`config.mk`:
```
export PLATFORM = sky130hd
export DESIGN_NAME = ps2_keyscan_rx
export DESIGN_NICKNAME = d
export VERILOG_FILES = /design/src/rtl/ps2_keyscan_rx.sv
export SDC_FILE = /design/constraint.sdc
export NUM_CORES = 1
export LEC_CHECK = 0
export ABC_AREA = 1
export BUFFER_PORTS_ARGS = -buffer_cell sky130_fd_sc_hd__buf_4
export CORE_MARGIN = 4
export CORE_UTILIZATION = 55
export DETAILED_ROUTE_END_ITERATION = 6
export HOLD_SLACK_MARGIN = 0.03
export PLACE_DENSITY = 0.83
export SLEW_MARGIN = 10
export SYNTH_ARGS = -nofsm -noshare
export SYNTH_HDL_FRONTEND = slang
export SYNTH_SLANG_ARGS = --single-unit
```
`constraint.sdc`:
```
create_clock -name clock -period 4.5 [get_ports clock]
set_clock_uncertainty 0.15 [all_clocks]
set_input_delay 0.45 -clock clock [delete_from_list [all_inputs] [get_ports clock]]
set_output_delay 0.45 -clock clock [all_outputs]
set_load 0.005 [all_outputs]
```
`src/rtl/ps2_keyscan_rx.sv`:
```
// PS/2 keyboard receiver: frames 11-bit packets, decodes make/break/E0, tracks held note keys
// and queues key events in a first-word-fall-through FIFO. Optional macro: PS2_PARITY_CHECK_EN.
module ps2_keyscan_rx #(
    parameter int unsigned            NUM_KEYS       = 4,
    parameter logic [NUM_KEYS*8-1:0]  KEY_TABLE      = {8'h2B, 8'h23, 8'h1B, 8'h1C},
    parameter int unsigned            FIFO_DEPTH     = 4,
    parameter int unsigned            TIMEOUT_CYCLES = 50000,
    parameter int unsigned            SYNC_STAGES    = 2
) (
    input  logic                clock,
    input  logic                reset,
    input  logic                ps2_clk,
    input  logic                ps2_data,
    output logic [NUM_KEYS-1:0] key_held,
    output logic                evt_valid,
    input  logic                evt_ready,
    output logic [7:0]          evt_code,
    output logic                evt_release,
    output logic                evt_ext,
    output logic                overflow,
    output logic                frame_err
);
    localparam int unsigned PtrW = $clog2(FIFO_DEPTH);
    localparam int unsigned CntW = $clog2(FIFO_DEPTH + 1);
    localparam int unsigned TmoW = $clog2(TIMEOUT_CYCLES + 1);
    localparam logic [TmoW-1:0] TmoLast = TmoW'(TIMEOUT_CYCLES - 1);

    typedef enum logic [1:0] {StIdle, StData, StParity, StStop} state_e;

    logic [SYNC_STAGES-1:0] clk_sync_q, clk_sync_d, data_sync_q, data_sync_d;
    logic                   clk_prev_q, clk_prev_d;
    state_e                 state_q, state_d;
    logic [2:0]             bit_cnt_q, bit_cnt_d;
    logic [7:0]             shift_q, shift_d;
`ifdef PS2_PARITY_CHECK_EN
    logic                   parity_q, parity_d;
`endif
    logic [TmoW-1:0]        tmo_q, tmo_d;
    logic                   ferr_q, ferr_d;
    logic                   ext_pend_q, ext_pend_d, brk_pend_q, brk_pend_d;
    logic [NUM_KEYS-1:0]    key_held_q, key_held_d;
    logic                   ovf_q, ovf_d;
    logic [9:0]             mem_q [FIFO_DEPTH];
    logic [9:0]             mem_d [FIFO_DEPTH];
    logic [PtrW-1:0]        wr_ptr_q, wr_ptr_d, rd_ptr_q, rd_ptr_d;
    logic [CntW-1:0]        cnt_q, cnt_d;

    logic                   clk_s, data_s, fall, byte_ok;
    logic                   push, pop, full, do_push, found, typematic;
    logic [NUM_KEYS-1:0]    hit_mask;

    assign clk_s  = clk_sync_q[SYNC_STAGES-1];
    assign data_s = data_sync_q[SYNC_STAGES-1];
    assign fall   = clk_prev_q & ~clk_s;

    // Frame FSM and inactivity timeout
    always_comb begin
        clk_sync_d  = {clk_sync_q[SYNC_STAGES-2:0], ps2_clk};
        data_sync_d = {data_sync_q[SYNC_STAGES-2:0], ps2_data};
        clk_prev_d  = clk_s;
        state_d     = state_q;
        bit_cnt_d   = bit_cnt_q;
        shift_d     = shift_q;
`ifdef PS2_PARITY_CHECK_EN
        parity_d    = parity_q;
`endif
        tmo_d       = tmo_q;
        ferr_d      = 1'b0;
        byte_ok     = 1'b0;

        if (state_q == StIdle || fall) begin
            tmo_d = '0;
        end else if (tmo_q == TmoLast) begin
            tmo_d   = '0;
            state_d = StIdle;
            ferr_d  = 1'b1;
        end else begin
            tmo_d = tmo_q + TmoW'(1);
        end

        if (fall) begin
            unique case (state_q)
                StIdle: begin
                    if (!data_s) begin
                        state_d   = StData;
                        bit_cnt_d = '0;
                    end
                end
                StData: begin
                    shift_d   = {data_s, shift_q[7:1]};
                    bit_cnt_d = bit_cnt_q + 3'd1;
                    if (bit_cnt_q == 3'd7) state_d = StParity;
                end
                StParity: begin
`ifdef PS2_PARITY_CHECK_EN
                    parity_d = data_s;
`endif
                    state_d  = StStop;
                end
                StStop: begin
                    state_d = StIdle;
                    if (!data_s) begin
                        ferr_d = 1'b1;
`ifdef PS2_PARITY_CHECK_EN
                    end else if (!(^{shift_q, parity_q})) begin
                        ferr_d = 1'b1;
`endif
                    end else begin
                        byte_ok = 1'b1;
                    end
                end
                default: state_d = StIdle;
            endcase
        end
    end

    // Byte decode, held-key bitmap and event FIFO
    always_comb begin
        ext_pend_d = ext_pend_q;
        brk_pend_d = brk_pend_q;
        key_held_d = key_held_q;
        push       = 1'b0;
        typematic  = 1'b0;
        found      = 1'b0;
        hit_mask   = '0;
        mem_d      = mem_q;
        wr_ptr_d   = wr_ptr_q;
        rd_ptr_d   = rd_ptr_q;

        // Lowest matching table index wins
        for (int i = 0; i < NUM_KEYS; i++) begin
            if (!found && KEY_TABLE[8*i +: 8] == shift_q) begin
                hit_mask[i] = 1'b1;
                found       = 1'b1;
            end
        end

        if (byte_ok) begin
            if (shift_q == 8'hE0) begin
                ext_pend_d = 1'b1;
            end else if (shift_q == 8'hF0) begin
                brk_pend_d = 1'b1;
            end else begin
                ext_pend_d = 1'b0;
                brk_pend_d = 1'b0;
                if (shift_q != 8'h00 && shift_q != 8'hFF) begin
                    if (!ext_pend_q) begin
                        if (brk_pend_q) begin
                            key_held_d = key_held_q & ~hit_mask;
                        end else begin
                            typematic  = |(key_held_q & hit_mask);
                            key_held_d = key_held_q | hit_mask;
                        end
                    end
                    push = !typematic;
                end
            end
        end

        pop     = (cnt_q != '0) && evt_ready;
        full    = (cnt_q == CntW'(FIFO_DEPTH));
        do_push = push && (!full || pop);
        ovf_d   = push && full && !pop;

        if (do_push) begin
            mem_d[wr_ptr_q] = {ext_pend_q, brk_pend_q, shift_q};
            wr_ptr_d        = wr_ptr_q + PtrW'(1);
        end
        if (pop) rd_ptr_d = rd_ptr_q + PtrW'(1);
        cnt_d = cnt_q + CntW'(do_push) - CntW'(pop);
    end

    always_ff @(posedge clock) begin
        if (reset) begin
            clk_sync_q  <= '1;
            data_sync_q <= '1;
            clk_prev_q  <= 1'b1;
            state_q     <= StIdle;
            bit_cnt_q   <= '0;
            shift_q     <= '0;
`ifdef PS2_PARITY_CHECK_EN
            parity_q    <= 1'b0;
`endif
            tmo_q       <= '0;
            ferr_q      <= 1'b0;
            ext_pend_q  <= 1'b0;
            brk_pend_q  <= 1'b0;
            key_held_q  <= '0;
            ovf_q       <= 1'b0;
            wr_ptr_q    <= '0;
            rd_ptr_q    <= '0;
            cnt_q       <= '0;
        end else begin
            clk_sync_q  <= clk_sync_d;
            data_sync_q <= data_sync_d;
            clk_prev_q  <= clk_prev_d;
            state_q     <= state_d;
            bit_cnt_q   <= bit_cnt_d;
            shift_q     <= shift_d;
`ifdef PS2_PARITY_CHECK_EN
            parity_q    <= parity_d;
`endif
            tmo_q       <= tmo_d;
            ferr_q      <= ferr_d;
            ext_pend_q  <= ext_pend_d;
            brk_pend_q  <= brk_pend_d;
            key_held_q  <= key_held_d;
            ovf_q       <= ovf_d;
            wr_ptr_q    <= wr_ptr_d;
            rd_ptr_q    <= rd_ptr_d;
            cnt_q       <= cnt_d;
        end
    end

    // Storage needs no reset; the pointers define what is valid
    always_ff @(posedge clock) begin
        mem_q <= mem_d;
    end

    assign key_held    = key_held_q;
    assign evt_valid   = (cnt_q != '0);
    assign evt_code    = mem_q[rd_ptr_q][7:0];
    assign evt_release = mem_q[rd_ptr_q][8];
    assign evt_ext     = mem_q[rd_ptr_q][9];
    assign overflow    = ovf_q;
    assign frame_err   = ferr_q;

endmodule

```
# ---- Word-level counts from Yosys, hierarchy flattened
# Cells that the tools add are included.
dict set report totals {
  regBits 89
  input_bits 5
  out_inout_bits 17
  elab_cells 124
}
dict set report op_classes {
  addsub 6
  order_cmp 3
  n_eq_ne 15
  n_mux 42
  n_bitwise 11
  n_reduce_logical 28
}
# cell count
set ops {}
lappend ops {{40-bit bitwise mux} 1}
lappend ops {{10-bit 2-to-1 mux} 3}
lappend ops {{1-bit 2-to-1 mux} 27}
lappend ops {{10-bit binary-select mux with 2-bit select} 1}
lappend ops {{10-bit demux with 2-bit select} 1}
lappend ops {{16-bit by 1-bit adder with 16-bit output, second input constant} 1}
lappend ops {{16-bit equality test, second input constant} 1}
lappend ops {{5-bit by 8-bit equality test with 1-bit output, first input constant} 2}
lappend ops {{6-bit by 8-bit equality test with 1-bit output, first input constant} 2}
lappend ops {{8-bit equality test, second input constant} 2}
lappend ops {{2-bit 2-to-1 mux} 5}
lappend ops {{1-bit logical AND} 9}
lappend ops {{4-bit bitwise AND} 2}
lappend ops {{8-bit inequality test, second input constant} 1}
lappend ops {{2-bit one-hot mux with 4 select lines} 1}
lappend ops {{8-bit nonzero test} 1}
lappend ops {{3-bit equality test, second input constant} 2}
lappend ops {{3-bit greater-or-equal comparator, second input constant} 2}
lappend ops {{1-bit zero test} 6}
lappend ops {{2-bit inverter with 3-bit output} 2}
lappend ops {{3-bit one-hot mux with 2 select lines} 1}
lappend ops {{2-bit AND reduction} 3}
lappend ops {{5-bit AND reduction} 1}
lappend ops {{2-bit by 1-bit adder with 2-bit output, second input constant} 2}
lappend ops {{20 further kinds} 26}

# ---- Longest topological paths before layout
dict set report depth {
  ltp_word 27
  depth_mapped 13
  ltp_nobuf 13
}

# ---- Worst setup path before layout
# No wires, ideal clock.
dict set report synth_timing {
  path_type {reg-to-reg}
  from {register shift_q[3]}
  to {register cnt_q[2]}
  setup_time_ps 127
  arrival_ps 2138
  required_time_ps 4223
  setup_slack_ps 2085
  path_stages_with_launch 14
  path_buffers 0
  period_less_slack_ps 2415
  path_cell_list {dfxtp_1 inv_1 nand2_1 nor2_1 nand2_1 nand3_4 nor2_4 nand3_4 ha_1 inv_1 ha_1 fa_1 xnor2_1 nor2_1}
}
dict set report synth_via {
  elab_chain_len 27
  word_cells_on_any_way 37
  classes_between {add/sub: 2; eq/ne: 7; mux: 16; bitwise: 1; reduce/logical: 11}
}
# element line_no
set synth_rtl {}
lappend synth_rtl {{start: declaration} 34} ;# logic [7:0] shift_q, shift_d;
lappend synth_rtl {{start signal: assignment} 199} ;# shift_q <= shift_d;
lappend synth_rtl {{5-bit by 8-bit equality test with 1-bit output} 132} ;# if (!found && KEY_TABLE[8*i +: 8] == shift_q) begin
lappend synth_rtl {{1-bit 2-to-1 mux} 132}
lappend synth_rtl {{1-bit zero test} 132}
lappend synth_rtl {{1-bit logical AND} 132}
lappend synth_rtl {{1-bit 2-to-1 mux} 132}
lappend synth_rtl {{1-bit zero test} 132}
lappend synth_rtl {{1-bit logical AND} 132}
lappend synth_rtl {{1-bit 2-to-1 mux} 132}
lappend synth_rtl {{[... 11 more ...]} --}
lappend synth_rtl {{1-bit zero test} 155} ;# push = !typematic;
lappend synth_rtl {{1-bit 2-to-1 mux} 146} ;# if (shift_q != 8'h00 && shift_q != 8'hFF) begin
lappend synth_rtl {{1-bit 2-to-1 mux} 141} ;# end else if (shift_q == 8'hF0) begin
lappend synth_rtl {{1-bit 2-to-1 mux *} 139} ;# if (shift_q == 8'hE0) begin
lappend synth_rtl {{1-bit 2-to-1 mux *} 138} ;# if (byte_ok) begin
lappend synth_rtl {{1-bit logical AND *} 162} ;# do_push = push && (!full || pop);
lappend synth_rtl {{3-bit by 1-bit adder with 3-bit output *} 170} ;# cnt_d = cnt_q + CntW'(do_push) - CntW'(pop);
lappend synth_rtl {{3-bit by 1-bit subtractor with 3-bit output *} 170}
lappend synth_rtl {{end signal: assignment} 211} ;# cnt_q <= cnt_d;
lappend synth_rtl {{end: declaration} 46} ;# logic [CntW-1:0] cnt_q, cnt_d;
# Every way passes the cells marked *; elsewhere a longest branch is shown, timed or not. The select of a mux whose other input is x is not followed.
# A chain may end at the register's enable or synchronous reset.

# ---- Worst setup path after layout
dict set report layout_timing {
  from {register rd_ptr_q[0]}
  to {output evt_code[7]}
}
dict set report layout_via {
  elab_chain_len 4
}
# element line_no
set layout_rtl {}
lappend layout_rtl {{start: declaration} 45} ;# logic [PtrW-1:0] wr_ptr_q, wr_ptr_d, rd_ptr_q, rd_ptr_d;
lappend layout_rtl {{start signal: assignment} 210} ;# rd_ptr_q <= rd_ptr_d;
lappend layout_rtl {{2-bit inverter with 3-bit output (not written as such)} 222} ;# assign evt_code = mem_q[rd_ptr_q][7:0];
lappend layout_rtl {{10-bit binary-select mux with 2-bit select} 222}
lappend layout_rtl {{10-bit 2-to-1 mux (2 in series)} --}
lappend layout_rtl {{end: declaration} 17} ;# output logic [7:0] evt_code,
# Every way passes these cells. The select of a mux whose other input is x is not followed.

==> flow_summary.toml <==
[status]
status = "finished, final reports clean"

[yosys]
synthTopCellsByArea = "edfxtp_1 (31%), dfxtp_1 (26%), nor2_1 (6.8%)"
synth_top_family_by_area = "simple AND/OR/NAND/NOR gates"
synth-simple-area-share_pct = 21.1
synthAdderAreaFrac_pct = 3.45
synth-seq-cells = 89
muxShareOfSynthArea_pct = 0
syn_nets = 437
syn_avg_cell_area_um2 = 9.10
synth-compound-area-share_pct = 10.1
ys.flop_type = "dfxtp_1"
synth_top_cell_by_area = "edfxtp_1"
synth_top_area_share_pct = 31.3
synth-xor-area-share_pct = 1.82
async_flop_share_pct = 0
synth_common_cells = "nor2_1 (70), nand2_1 (61), inv_1 (54)"
yosysSeqAreaShare_pct = 56.8
synth_most_common_cell = "nor2_1"
syn_area_um2 = 3840
yosys_warnings = 0
synth_edf_count = 40
synthDistinctLibCells = 34
synth_cells = 422

[sta]
worst_pin_slew_ns = 0.945
fin_ws_ns = 1.61
slew_violations = 0
min_period_ns = 2.89
setup_viol = 0
tns_ns = 0
finalCritPeriodShare_pct = 64.3
clock.fmax_mhz = 346
slew_headroom_pct = 36.8
hold_violations = 0
grt_setup_unrepaired = "no"

[clock_tree]
postCtsHoldBufs = 0
root_buffer = "clkbuf_8"
cts_resized = 0
cts_sinks = 89
clkSlewWorstSetupHoldPaths_ns = 0.09
clk_latency_ns = 0.37
clock_path_buffers = 2
cts_buffers = 9
post_cts_buffers = 0
htree_levels = 3
cts_tree = "built"

[global_routing]
grt_pass1_vias = 2678
grt_max_degree = 23
grt_pass1_wl_mm = 11.9
grt_use_total_pct = 17.7
antenna_found_initial = 0
grt-ovfl-total = 0

[pwr]
vdd_ir_drop_max_v = 0.000229
power_leakage_uw = 0.00162
comb_power_share_pct = 14.5
p_per_area_nw_per_um2 = 399
clkPwrFrac_pct = 33.6
cell_internal_pwr_uw = 1240
p_seq_share_pct = 51.9
power_switching_uw = 469
p_sw_share_pct = 27.5

[floorplanning]
core_area_um2 = 6790
initial_utilization_pct = 56.5
rows = 30
die-area_um2 = 8390
die_h_um = 91.6
ios = 22
die_width_um = 91.6

[cells_and_area]
fin_area_um2 = 4280
n_antenna_cell = 0
syn_to_final_growth_pct = 11.5
drive_gt1_share_pct = 13.2
fin_nets = 458
final.fill_count = 552

[run]
cap_violations = 0

[drt]
wl_per_cell_um = 12.7
ant_nets = 0
finalWirelength_mm = 6.90
drt_pass1_iterations = 4
vias = 2805
drc = 0
via_per_inst = 5.16
drt-initial-drc-count = 159

[critical_path]
cp.arrival_ns = 2.29
required_ns = 3.90
path_class = "reg2out"
worstSetupStartpointType = "register"
crit_path_max_fanout = 22
end_kind = "output pin"

[place]
place_area_um2 = 4070
place_congestion = 0.829
dpl.hpwl_mm = 4.74
io_buffers = 21
pre_cts_slack_ns = 1.87

[hold_path]
worstHoldPathType = "in2reg"
[area by class of cell]
class                      instances  area (µm²)  area share [%]
clock inverter                     7        85.1            1.99
timing repair buffer              21         158            3.68
sequential                        89        2180            51.0
clock buffer                       9         124            2.89
inverter                          56         210            4.91
tap                               96         120            2.81
multi-input combinational        266        1400            32.8
[per-layer routing]
metal  vias up  track usage, %  routed length, µm
met5         -               0                  0
met4         0            6.41                 91
met3        12            4.72                237
met2        49            30.7               3530
met1      1318            21.1               3040
li1       1426               -                  -
[flip-flops by register name, indices dropped and copies added (netlist names), named ones only]
| signal | flops |
|---|---|
| clk_sync_q | 2 |
| clk_prev_q | 1 |
| wr_ptr_q | 2 |
| frame_err | 1 |
| shift_q | 8 |
| state_q | 2 |
| data_sync_q | 2 |
| overflow | 1 |
| brk_pend_q | 1 |
| rd_ptr_q | 2 |
| cnt_q | 3 |
| mem_q | 40 |
| bit_cnt_q | 3 |
| tmo_q | 16 |
| ext_pend_q | 1 |
[kinds of logic after synthesis]
logic type,after synthesis
AO/OA/AOI/OAI,71
XOR/XNOR,8
AND/OR/NAND/NOR,177
adder cells (fa/ha/maj),10
flip-flops,89
buffers and inverters,67
[per-stage QoR]
stage | hold slack [ns] | util (%) | power (µW) | cells
after floorplan | 0.239 | - | 1050 | 422
after global placement | 0.241 | 59.9 | 1140 | 528
after detailed placement | 0.247 | 59.9 | 1150 | 528
after CTS | 0.106 | 63.0 | 1720 | 544
after global routing | 0.108 | 63.0 | 1790 | 544
final | 0.110 | 63.0 | 1710 | 544
[worst max-delay path, stage by stage (launching register included)]
cell and delay [ns]:
dfxtp_1 0.77, inv_1 0.50, o21ai_0 0.34, o22ai_1 0.15, buf_4 0.16
[power groups by stage]
stage               logic [µW]  registers [µW]  clock network (µW)
finish                     247             886                 574
global route               288             892                 615
CTS                        252             886                 581
detailed placement         249             905                   0
global placement           237             903                   0
floorplan                  170             884                   0
[final timing paths]
path / start / to / slack [ns] / cells past startpoint
setup / recovery: rd_ptr_q[0] / evt_code[7] / 1.61 / 4
hold / removal: ps2_data / data_sync_q[0] / 0.11 / 2
setup reg to reg: shift_q[3] / cnt_q[2] / 1.85 / 13
hold reg to reg: clk_sync_q[0] / clk_sync_q[1] / 0.27 / 1
[cells in the final DEF (no fill, tap or decap), types with 3 or more instances in the layout]
master     n
inv_6      3
edfxtp_1  40
or2_2      4
ha_1       9
a21oi_1   22
nand2_1   61
clkbuf_8   9
buf_4     21
o21ai_0   33
nand4_1    7
o22ai_1   10
xor2_1     4
nor3_1     4
nor2_1    70
nand3_1   16
dfxtp_1   49
nor2_2     6
xnor2_1    4
inv_1     54
(Power assumes the default switching activity.)
